<file path="src/rtl/read_resp_pkg.sv">
// read_resp_pkg: shared state type, length width and FIFO count width helper for the read response streamer
package read_resp_pkg;
  localparam int LEN_W = 32;
  typedef enum logic [1:0] {
    IDLE   = 2'd0,
    ACTIVE = 2'd1,
    DONE   = 2'd2
  } state_e;
  function automatic int cnt_w(input int depth);
    return $clog2(depth) + 1;
  endfunction
endpackage

</file>
<file path="src/rtl/resp_sync_fifo.sv">
// resp_sync_fifo: single-clock first-word-fall-through FIFO with MSB-compare full/empty pointers
module resp_sync_fifo #(
  parameter int DW    = 64,
  parameter int DEPTH = 16,
  parameter int CW    = $clog2(DEPTH) + 1
) (
  input  logic          clk,
  input  logic          rst,
  input  logic          push_i,
  input  logic [DW-1:0] data_i,
  input  logic          pop_i,
  output logic [DW-1:0] data_o,
  output logic          full_o,
  output logic          empty_o,
  output logic [CW-1:0] count_o
);
  localparam int AW = CW - 1;
  logic [DW-1:0] mem_q [DEPTH];
  logic [CW-1:0] wr_q, rd_q;
  assign empty_o = wr_q == rd_q;
  assign full_o  = (wr_q[AW] != rd_q[AW]) && (wr_q[AW-1:0] == rd_q[AW-1:0]);
  assign count_o = wr_q - rd_q;
  assign data_o  = mem_q[rd_q[AW-1:0]];
  // Pointers wrap naturally; the extra MSB separates full from empty
  always_ff @(posedge clk) begin
    if (rst) begin
      wr_q <= '0;
      rd_q <= '0;
    end else begin
      if (push_i) wr_q <= wr_q + 1'b1;
      if (pop_i) rd_q <= rd_q + 1'b1;
    end
  end
  // Storage needs no reset: empty_o gates every use of the read word
  always_ff @(posedge clk) if (push_i) mem_q[wr_q[AW-1:0]] <= data_i;
endmodule

</file>
<file path="src/rtl/read_resp_streamer.sv">
// read_resp_streamer: buffers read-engine beats and re-emits one transfer as a ready/valid stream (READ_RESP_STREAMER_STATS_EN adds BEAT_TOTAL/PEAK_OCC)
module read_resp_streamer import read_resp_pkg::*; #(
  parameter int DATA_WIDTH = 64,
  parameter int DEPTH      = 16,
  parameter int CNT_W      = cnt_w(DEPTH)
) (
  input  logic                  CLK,
  input  logic                  RST,
  input  logic                  XFER_START,
  input  logic [LEN_W-1:0]      XFER_LENGTH,
  output logic                  BUSY,
  output logic                  XFER_DONE,
  input  logic                  IN_VALID,
  input  logic [DATA_WIDTH-1:0] IN_DATA,
  output logic                  M_TVALID,
  input  logic                  M_TREADY,
  output logic [DATA_WIDTH-1:0] M_TDATA,
  output logic                  M_TLAST,
  output logic [CNT_W-1:0]      FREE_SLOTS,
  output logic                  ERR_OVERFLOW,
`ifdef READ_RESP_STREAMER_STATS_EN
  output logic                  ERR_UNEXPECTED,
  output logic [31:0]           BEAT_TOTAL,
  output logic [CNT_W-1:0]      PEAK_OCC
`else
  output logic                  ERR_UNEXPECTED
`endif
);
  state_e state_q, state_d;
  logic [LEN_W-1:0] len_q, len_d, rx_q, rx_d, tx_q, tx_d;
  logic [CNT_W-1:0] free_q, count, occ_d;
  logic [DATA_WIDTH-1:0] fifo_data;
  logic full, empty, push, pop, active, rx_room, last_beat, unexp_q, ovf_q;
  assign active    = state_q == ACTIVE;
  assign pop       = M_TVALID & M_TREADY;
  assign rx_room   = rx_q < len_q;
  assign push      = IN_VALID & active & rx_room & (~full | pop);
  assign last_beat = tx_q == len_q - 1'b1;
  assign occ_d     = count + CNT_W'(push) - CNT_W'(pop);
  assign M_TVALID       = ~empty;
  assign M_TDATA        = empty ? '0 : fifo_data;
  assign M_TLAST        = M_TVALID & last_beat;
  assign BUSY           = state_q != IDLE;
  assign XFER_DONE      = state_q == DONE;
  assign FREE_SLOTS     = free_q;
  assign ERR_OVERFLOW   = ovf_q;
  assign ERR_UNEXPECTED = unexp_q;
  resp_sync_fifo #(
    .DW    (DATA_WIDTH),
    .DEPTH (DEPTH),
    .CW    (CNT_W)
  ) u_fifo (
    .clk     (CLK),
    .rst     (RST),
    .push_i  (push),
    .data_i  (IN_DATA),
    .pop_i   (pop),
    .data_o  (fifo_data),
    .full_o  (full),
    .empty_o (empty),
    .count_o (count)
  );
  // Transfer sequencing: start latches the length, the final output handshake ends the transfer
  always_comb begin
    state_d = state_q;
    len_d   = len_q;
    rx_d    = rx_q + LEN_W'(push);
    tx_d    = tx_q + LEN_W'(pop);
    if (state_q == IDLE && XFER_START) begin
      len_d   = XFER_LENGTH;
      rx_d    = '0;
      tx_d    = '0;
      state_d = XFER_LENGTH == '0 ? DONE : ACTIVE;
    end else if (active && pop && last_beat) begin
      state_d = DONE;
    end else if (state_q == DONE) begin
      state_d = IDLE;
    end
  end
  // State, counters, registered free-slot count and sticky error flags
  always_ff @(posedge CLK) begin
    if (RST) begin
      state_q <= IDLE;
      len_q   <= '0;
      rx_q    <= '0;
      tx_q    <= '0;
      free_q  <= CNT_W'(DEPTH);
      unexp_q <= 1'b0;
      ovf_q   <= 1'b0;
    end else begin
      state_q <= state_d;
      len_q   <= len_d;
      rx_q    <= rx_d;
      tx_q    <= tx_d;
      free_q  <= CNT_W'(DEPTH) - occ_d;
      unexp_q <= unexp_q | (IN_VALID & ~(active & rx_room));
      ovf_q   <= ovf_q | (IN_VALID & active & rx_room & full & ~pop);
    end
  end
`ifdef READ_RESP_STREAMER_STATS_EN
  logic [31:0] beat_q;
  logic [CNT_W-1:0] peak_q;
  assign BEAT_TOTAL = beat_q;
  assign PEAK_OCC   = peak_q;
  // Handshake total wraps freely; peak tracks the post-update occupancy
  always_ff @(posedge CLK) begin
    if (RST) begin
      beat_q <= '0;
      peak_q <= '0;
    end else begin
      beat_q <= beat_q + 32'(pop);
      if (occ_d > peak_q) peak_q <= occ_d;
    end
  end
`endif
endmodule

</file>
<file path="config.mk">
export PLATFORM = sky130hd
export DESIGN_NAME = read_resp_streamer
export DESIGN_NICKNAME = d
export VERILOG_FILES = /design/src/rtl/read_resp_pkg.sv /design/src/rtl/resp_sync_fifo.sv /design/src/rtl/read_resp_streamer.sv
export SDC_FILE = /design/constraint.sdc
export NUM_CORES = 1
export LEC_CHECK = 0
export BUFFER_PORTS_ARGS = -buffer_cell sky130_fd_sc_hd__buf_2
export CORE_ASPECT_RATIO = 0.5
export CORE_UTILIZATION = 48
export DETAILED_ROUTE_END_ITERATION = 8
export HOLD_SLACK_MARGIN = 0.05
export PLACE_DENSITY = 0.76
export SLEW_MARGIN = 20
export SYNTH_ARGS = -nofsm -noshare
export SYNTH_HDL_FRONTEND = slang
export SYNTH_SLANG_ARGS = --single-unit
</file>
<file path="constraint.sdc">
create_clock -name CLK -period 10.4 [get_ports CLK]
set_input_delay 2.08 -clock CLK [delete_from_list [all_inputs] [get_ports CLK]]
set_output_delay 2.08 -clock CLK [all_outputs]
set_load 0.03 [all_outputs]
</file>
-- Yosys cells after proc, flatten, opt, wreduce, memory -nomap -nowiden
Memory sizes are Yosys's and may differ from the RTL's. A register that Yosys moved wholly into a read port is not among the register bits.
Cells that the tools add are included.
- add/subtract/negate cells: 9
- order comparisons: 1
- equal/unequal tests: 6
- mux-type cells: 9
- bitwise logic cells: 16
- reductions and logical operators: 9
- operators with widths (operator ; number):
    $add 32x1->32 ; 2
    $mux 64 ; 1
    $eq 32x32->1 ; 1
    $logic_not 32->1 ; 1
    $lt 32x32->1 ; 1
    $sub 32x1->32 const B ; 1
    $add 5x1->5 const B ; 2
    $and 1x1->1 ; 9
    $mux 2 ; 4
    $mux 4 ; 2
    $add 5x1->5 ; 1
    $eq 5x5->1 ; 1
    $sub 5x1->5 ; 1
    $sub 5x5->5 ; 1
    $sub 5x5->5 const A ; 1
    $eq 4x4->1 ; 1
    $logic_and 1x1->1 ; 4
    $not 1->1 ; 4
    $or 1x1->1 ; 3
    $reduce_bool 3->1 ; 1
    $eq 2x1->1 const B ; 1
    $eq 2x2->1 const B ; 1
    $logic_not 2->1 ; 1
    $mux 1 ; 2
    other kinds (3) ; 3
- flip-flop bits (word level): 115
- bits in writable memories: 1024
- input port bits: 101
- output and inout port bits: 75
- word-level logic and storage cells: 60
- memories: 1
- memories (name ; depth ; width ; rd ports ; clocked after Yosys merged registers in ; wr ports ; line ; RTL):
    u_fifo.mem_q ; 16 ; 64 ; 1 ; 1 ; 1 ; resp_sync_fifo.sv:18 ; logic [DW-1:0] mem_q [DEPTH];

-- Logic depth before layout (Yosys ltp)
Gate-level depths: netlist (run 1).
- depth in word-level cells: 8
- depth in mapped cells: 21
- mapped depth without buffers: 18

-- Cells and area by module
From an unflattened synthesis (run 1), not the netlist that was laid out.
- cells, all modules: 2510
- area, all modules: 45762.6 um^2
- modules (own cells, without submodules) (module ; times used ; cells each ; area each (um^2) ; seq. area each (um^2)):
    resp_sync_fifo ; 1 ; 1652 ; 39006.2 ; 31029.8
    read_resp_streamer ; 1 ; 858 ; 6756.5 ; 2102.0

-- Worst setup path after synthesis (run 1)
No wires, ideal clock.
- path kind: input to register
- from: input M_TREADY
- to: memory u_fifo.mem_q[11][0] (enable)
- arrival: 7.664 ns
- data required time: 9.822 ns
- slack: 2.158 ns
- stages on the path: 4
- cells stage by stage: nor3_1 or4b_2 clkbuf_1 nor3b_1
- longest elaborated chain between the ends: 5
- RTL lines (what ; line ; RTL):
    start, declared ; read_resp_streamer.sv:16 ; input logic M_TREADY,
    $and 1x1->1 ; read_resp_streamer.sv:35 ; assign pop = M_TVALID & M_TREADY;
    $or 1x1->1 ; read_resp_streamer.sv:37 ; assign push = IN_VALID & active & rx_room & (~full | pop);
    $and 1x1->1 ; read_resp_streamer.sv:37 ;
    $mux 1 ; resp_sync_fifo.sv:35 ; always_ff @(posedge clk) if (push_i) mem_q[wr_q[AW-1:0]] <= data_i;
    $mux 1 (not written as such) ; resp_sync_fifo.sv:35 ;
    end, declared ; resp_sync_fifo.sv:18 ;
Every way passes these cells.

-- Worst setup path after layout (run 1)
- from: register len_q[5]
- to: output M_TLAST
- longest elaborated chain between the ends: 3
- RTL lines (what ; line ; RTL):
    start, declared ; read_resp_streamer.sv:30 ; logic [LEN_W-1:0] len_q, len_d, rx_q, rx_d, tx_q, tx_d;
    start signal, assigned ; read_resp_streamer.sv:92 ; len_q <= len_d;
    $sub 32x1->32 ; read_resp_streamer.sv:38 ; assign last_beat = tx_q == len_q - 1'b1;
    $eq 32x32->1 ; read_resp_streamer.sv:38 ;
    $and 1x1->1 ; read_resp_streamer.sv:42 ; assign M_TLAST = M_TVALID & last_beat;
    end, declared ; read_resp_streamer.sv:18 ; output logic M_TLAST,
Every way passes these cells.

==> results.md, run 1 <==
- Crit-path slowest cell: or3_2
- Worst skew pair latency: 710 ps
- Post-CTS setup buffer count: 0
- RR Startpoint: len_q[17]
- Grt ovf: 0
- Chip Width: 439.2 µm
- 1st-pass router iterations: 7
- Top delay family on crit path: simple AND/OR/NAND/NOR gates
- Max Freq: 164.2 MHz
- Critical path peak fanout: 9
- Reg2reg path depth: 10
- CP max stage delay: around 580 ps
- # setup viols final: 0
- Worst hold endpoint: ERR_UNEXPECTED
- Initial Utilization: 0.4891
- Setup Crit Path Kind: register to primary output
- Number of port buffers: 175
- Post-CTS sizing: 0
- Count of final max-slew check failures: 0
- Leakage power: 0.01625 µW
- Clk slew on worst S/H paths: ~60 ps
- Avg Cell Area, Syn: between 15 and 20 µm²
- Root Driver: clkbuf_16
- Hold Fails Final Rpt: 0
- Most common cell after layout, fill and taps aside: edfxtp_1
- CTS tree: built
- Ys flop type: edfxtp_1
- Hold Path Class: register to register
- Area growth syn-to-layout: 12.19%
- Initial antenna violation count: 9
- Rows: 79
- Period utilization: 0.5856
- R2R setup slack: between 5000 and 6000 ps
- CP bufs+invs: 1
- Warnings from Yosys: 0
- Cells after Synth: around 2400
- HPWL after DPL: ~54000 µm
- Full die area: between 90000 and 100000 µm²
- Max cap viols: 0
- DRC viols: 0
- CP endpoint kind: primary output
- CP arrival: 4010 ps
- FF+latch count, synth: approximately 1100
- Min-Delay Path Depth: 1
- Vias/cell: around 6.0
- Yosys cell types: 64
- Most frequent cells in the layout: edfxtp_1, mux4_2, buf_2
- Pre-CTS setup slack: roughly 5000 ps
- Skew final: 69.78 ps
- Vias: between 20000 and 25000
- Max-Slew Margin vs Limit: 0.3003
- PD cells: 187.1 nW/µm²
- Avg WL per Cell: 26.59 µm
- Syn_nets: around 2500
- Post-synth EDFFs: 1024
- Hold_sp: ERR_UNEXPECTED
- Setup TNS: 0 ps
- Ys async rst share: 0
- Core Region: roughly 94000 µm²
- I/O pin count: about 180
- CP Launch Type: register
- GPL Wtd Cong: 0.8998
- Largest net degree at the start of global routing: roughly 160
- Clock buffer depth: 3
- Final net count: 2737
- Minimum clock period: 6091 ps
- Total Routing Usage GR: 0.2157
- Cell Area, Synth: 45880 µm²
- CP cell instances: nor2_2 > nand4_1 > or3_2 > o31a_2 > or3_1 > or4_1 > nand4b_1 > nor3_2 > buf_2
- Worst vdd ir: 0.1199 mV
- Die H: 220.6 µm
- Sinks on the clock net: around 1100
- H-tree level count: 3
- Worst setup margin: 4309 ps
- Status: finished, final reports clean
- # hold bufs at CTS: 0
- Drt total wl: 104300 µm
- Worst Tran Pin Value: roughly 1000 ps
- Seq/Total Area, Yosys: 0.7222
- Required time of the worst setup path: about 8300 ps
- Share of cells above drive strength 1: 0.2661
- First-pass GRT wire length: ~150000 µm
- Routed Antenna Nets: 0
- Vias in the first global route: about 23000
- DR iter-0 viols: about 2300
- Fill cell count: 6883
- Clock buffer count from CTS: roughly 100
- Critical R2R Capture: u_fifo.mem_q[7][13]
- RSZ-0062 raised after global routing: false
==> registers in the layout (all words and copies together) (netlist names), named ones only <==
name            cells
u_fifo.mem_q     1024
len_q              32
rx_q               32
tx_q               32
FREE_SLOTS          5
u_fifo.rd_q         5
u_fifo.wr_q         5
state_q             2
ERR_OVERFLOW        1
ERR_UNEXPECTED      1
==> stage by stage <==
stage                     utilization  cell area [µm²]  power (µW)  hold slack (ps)  instances
after floorplan                     -            45880        5805            461.1       2396
after global placement         0.5148            48290        6070            464.9       3740
after detailed placement       0.5149            48300        6085            477.3       3740
after CTS                      0.5486            51460        9686            488.8       3919
after global routing           0.5487            51470        9920            514.5       3921
final                          0.5487            51470        9629            482.9       3921
==> worst max path at each step <==
stage / startpoint / to / slack [ps] / cells past startpoint
2_1_floorplan: M_TREADY / u_fifo.mem_q[11][0] / 2160 / 4
3_3_place_gp: register / M_TDATA[29] / 5050 / 5
3_5_place_dp: len_q[5] / M_TLAST / 5000 / 9
4_1_cts: register / M_TDATA[42] / 4240 / 5
5_1_grt: len_q[5] / M_TLAST / 4030 / 9
6_report: len_q[5] / M_TLAST / 4310 / 9
==> worst register-to-register path, cell delays in order, from the launching register on <==
cell and delay, ps:
dfxtp_1 520, inv_1 100, ha_1 320, a21o_1 160, a211oi_1 270, o211ai_1 150
nand3_1 110, o211ai_1 170, or4b_2 870, nor2b_4 690, buf_4 910
==> per-layer routing <==
| layer | part of all wire | routed length, µm | vias to the layer above | track usage |
|---|---|---|---|---|
| li1 | - | - | 9996 | - |
| met5 | 0.00026 | 27 | - | 0 |
| met2 | 0.50 | 52500 | 1088 | 0.3659 |
| met1 | 0.40 | 41990 | 12300 | 0.2933 |
| met4 | 0.019 | 1957 | 4 | 0.05134 |
| met3 | 0.075 | 7772 | 150 | 0.03725 |
==> area by class of cell <==
type	instances	area [µm²]	area share
inverters	49	183.9	0.003574
diodes	2	5.005	0.00009724
multi-input cells	1079	12190	0.2368
flip-flops and latches	1143	33150	0.6440
well taps	1255	1570	0.03051
clock buffers	121	2560	0.04974
clock inverters	58	608.1	0.01181
repair buffers	214	1206	0.02344
==> logic make-up after synthesis <==
group / synth area share
AOI/OAI and AO/OA: 0.01631
xor gates and xnor gates: 0.02062
adders and majority gates: 0.01440
buffers and inverters: 0.01462
DFF: 0.7222
muxes: 0.1582
and+or+nand+nor: 0.05362
==> cell usage after synthesis (all sizes together) (3+ instances only) <==
cell,instances,area (µm²)
mux2i,3,30.03
a211oi,5,37.54
clkbuf,91,342.8
nand3b,3,22.52
fa,3,60.06
o211ai,3,22.52
edfxtp,1024,30750
and4,8,70.07
nor2b,83,519.3
o21ai,22,110.1
a21oi,55,275.3
dfxtp,119,2382
nor3b,3,22.52
nand2,111,416.7
o21a,4,30.03
and2,5,31.28
nand4,31,193.9
nand3,35,175.2
or4,5,46.29
mux4,320,7207
nor4,18,127.6
nor2,100,377.9
or3,17,113.9
a21o,10,75.07
a31oi,4,25.02
o22ai,4,25.02
xnor2,51,446.7
and3,17,106.4
nand2b,3,18.77
buf,34,143.9
ha,48,600.6
inv,49,183.9
nor3,20,105.1
xor2,57,499.2
nand4b,3,26.28
==> where the power goes <==
| group | switching (µW) | total [µW] | internal, µW |
|---|---|---|---|
| logic | 518 | 916 | 398 |
| registers | 42.4 | 5060 | 5020 |
| clock network | 1660 | 3650 | 1990 |
Note: power is estimated with default switching activity, not from simulation.
==> inputs of run 2 (changes only) <==
PLACE_DENSITY = 0.79   (was 0.76)
clock period = 5.1 ns   (was 10.4 ns; I/O delays follow)
==> run 2 against run 1 <==
  * Combinational power increased by 110%
  * Global-route usage increased by 1.6 points
  * Via count increased by 3.5%
  * Sequential share of layout area decreased by 0.50 points
  * Sequential power increased by 100%
  * Clock skew increased by 2.6 ps
  * Die area unchanged
  * Worst hold slack improved by 2.9 ps
  * Register-to-register slack got worse by 5000 ps
  * Core utilization increased by 0.43 points
  * Critical path depth unchanged
==> results.md, run 2 (synthesis results as in run 1) <==
- Status: finished, final reports clean
- Hold Fails Final Rpt: 0 (unchanged)
- CTS tree: built
- Stages on worst setup path: 9 (unchanged)
- Power, Total: 19660 µW (+100%)
- CP arrival: 3840 ps (-170 ps)
- CP Launch Point: len_q[7]
- Grt ovf: 0 (unchanged)
- Max cap viols: 0 (unchanged)
- Post-Place Cells: 3761 (+0.56%)
- Fill cell count: 6652 (-3.4%)
- PD cells: 379.0 nW/µm² (+100%)
- Minimum clock period: between 4000 and 5000 ps
- Core Region: 93800 µm² (unchanged)
- Met3 global-route usage: 0.04317 (+0.005920)
- Full die area: 96890 µm² (unchanged)
- Worst Tran Pin Value: 1003 ps (-46.49 ps)
- Vias: 24358 (+3.5%)
- R2R setup slack: 760 ps (-4970 ps)
- Hold_ws: 485.8 ps (+2.907 ps)
- 1st-pass router iterations: 5 (-2)
- H-tree level count: 3 (unchanged)
- Clock buffer count from CTS: 96 (-2.0%)
- Vias in the first global route: 24486 (+4.9%)
- Final net count: 2758 (+0.77%)
- Critical path peak fanout: 11 (+2)
- Count of final max-slew check failures: 0 (unchanged)
- Setup Crit Path Kind: register to primary output
- Skew final: 72.36 ps (+2.580 ps)
- Rows: 79 (unchanged)
- Gr busiest metal: met2
- Clk slew on worst S/H paths: 70 ps (about the same)
- Largest net degree at the start of global routing: 83 (-49%)
- Initial antenna violation count: 13 (+4)
- # setup viols final: 0 (unchanged)
- Met1 Usage GRT: 0.3013 (+0.008000)
- DR iter-0 viols: 2592 (+12%)
- Top delay family on crit path: simple AND/OR/NAND/NOR gates
- Reg2reg path depth: 17 (+7)
- Pre-CTS setup slack: 808.9 ps (-4191 ps)
- Hold Path Class: register to register
- Worst setup margin: 236.8 ps (-4073 ps)
- CP endpoint kind: primary output
- # hold bufs at CTS: 0 (unchanged)
- Number of port buffers: 175 (unchanged)
- Root Driver: clkbuf_16
- CP Launch Type: register
- CP max stage delay: 560 ps (-20 ps)
- Sinks on the clock net: 1143 (unchanged)
- Critical R2R Capture: FREE_SLOTS[2]
- Most common cell after layout, fill and taps aside: edfxtp_1
- Drt total wl: 112700 µm (+8.1%)
- Leakage power: 0.01638 µW (+0.81%)
- Worst skew pair latency: 720 ps (about the same)
- RSZ-0062 raised after global routing: false
- Max-Slew Margin vs Limit: 0.3313 (+0.03100)
- CP cell instances: or4_4 > or3_4 > nor4_4 > xnor2_1 > or3_1 > or4_1 > nand4b_1 > nor3_2 > clkbuf_4
- First-pass GRT wire length: 162400 µm (+6.3%)
- Avg WL per Cell: 28.51 µm (+7.2%)
- Initial Utilization: 0.4891 (unchanged)
- Crit-path slowest cell: or4_4
- Most frequent cells in the layout: edfxtp_1, mux4_2, buf_2
- I/O pin count: 176 (unchanged)
- HPWL after DPL: 57120 µm (+6.0%)
- RR Startpoint: len_q[25]
- GRT met2 Usage: 0.3925 (+0.02652)
- Total Routing Usage GR: 0.2314 (+0.01573)
- Clock buffer depth: 3 (unchanged)
- Fin util: 0.5530 (+0.004295)
- GPL Wtd Cong: 0.9222 (+2.5%)
- Period utilization: 0.9536
- Routed Antenna Nets: 0 (unchanged)
- Vias/cell: 6.160 (+2.6%)
- Die H: 220.6 µm (unchanged)
- Worst vdd ir: 0.2519 mV (+110%)
- CP bufs+invs: 1 (unchanged)
- Max Freq: 205.6 MHz
- Max reg flops: 1024 (unchanged)
- Share of cells above drive strength 1: 0.2719 (+0.005808)
- Worst setup endpoint: M_TLAST
- DRC viols: 0 (unchanged)
- Required time of the worst setup path: 4080 ps (-4240 ps)
- Chip Width: 439.2 µm (unchanged)
- Post-Layout Cell Count: 3954 (+0.84%)
- Area growth syn-to-layout: 13.07%
-- run 2: stage by stage --
stage / setup TNS (ps) / cell area (µm²)
2_1_floorplan: -123580 / 45930
3_3_place_gp: 0 / 48740
3_5_place_dp: 0 / 48740
4_1_cts: 0 / 51820
5_1_grt: 0 / 51870
6_report: 0 / 51870
-- run 2: layer usage --
metal	routed length, µm	share of wire	up-vias
li1	-	-	10055
met1	42660	0.38	12658
met2	57490	0.51	1441
met3	9370	0.083	202
met4	3186	0.028	2
met5	10	0.000089	-
-- run 2: what timing repair did --
| action | 4_1_cts | 5_1_grt |
|---|---|---|
| buffers inserted | 0 | 2 |
| resized for setup | 0 | 3 |
| endpoints found under the setup margin | 0 | 1 |
-- run 2: report_power, final --
group | switching (µW) | total, µW | internal, µW
Sequential | 82.7 | 10300 | 10200
Clock | 3470 | 7380 | 3900
Combinational | 1120 | 1960 | 845
-- run 2: worst min path at each step --
stage	startpoint	to	slack (ps)	depth (start not counted)
floorplan	len_q[31]	len_q[31]	460	2
global placement	ERR_UNEXPECTED	ERR_UNEXPECTED	470	1
detailed placement	ERR_UNEXPECTED	ERR_UNEXPECTED	480	1
CTS	ERR_UNEXPECTED	ERR_UNEXPECTED	490	1
global route	ERR_UNEXPECTED	ERR_UNEXPECTED	500	1
finish	ERR_UNEXPECTED	ERR_UNEXPECTED	490	1
-- run 2: layout make-up --
type                    count  area (µm²)  share of cell area
well taps                1255        1570             0.03027
diodes                     11       27.53           0.0005307
repair buffers            237        1644             0.03170
clock inverters            65       571.8             0.01102
clock buffers             115        2506             0.04832
flip-flops and latches   1143       33150              0.6390
multi-input cells        1079       12220              0.2356
inverters                  49       183.9            0.003546
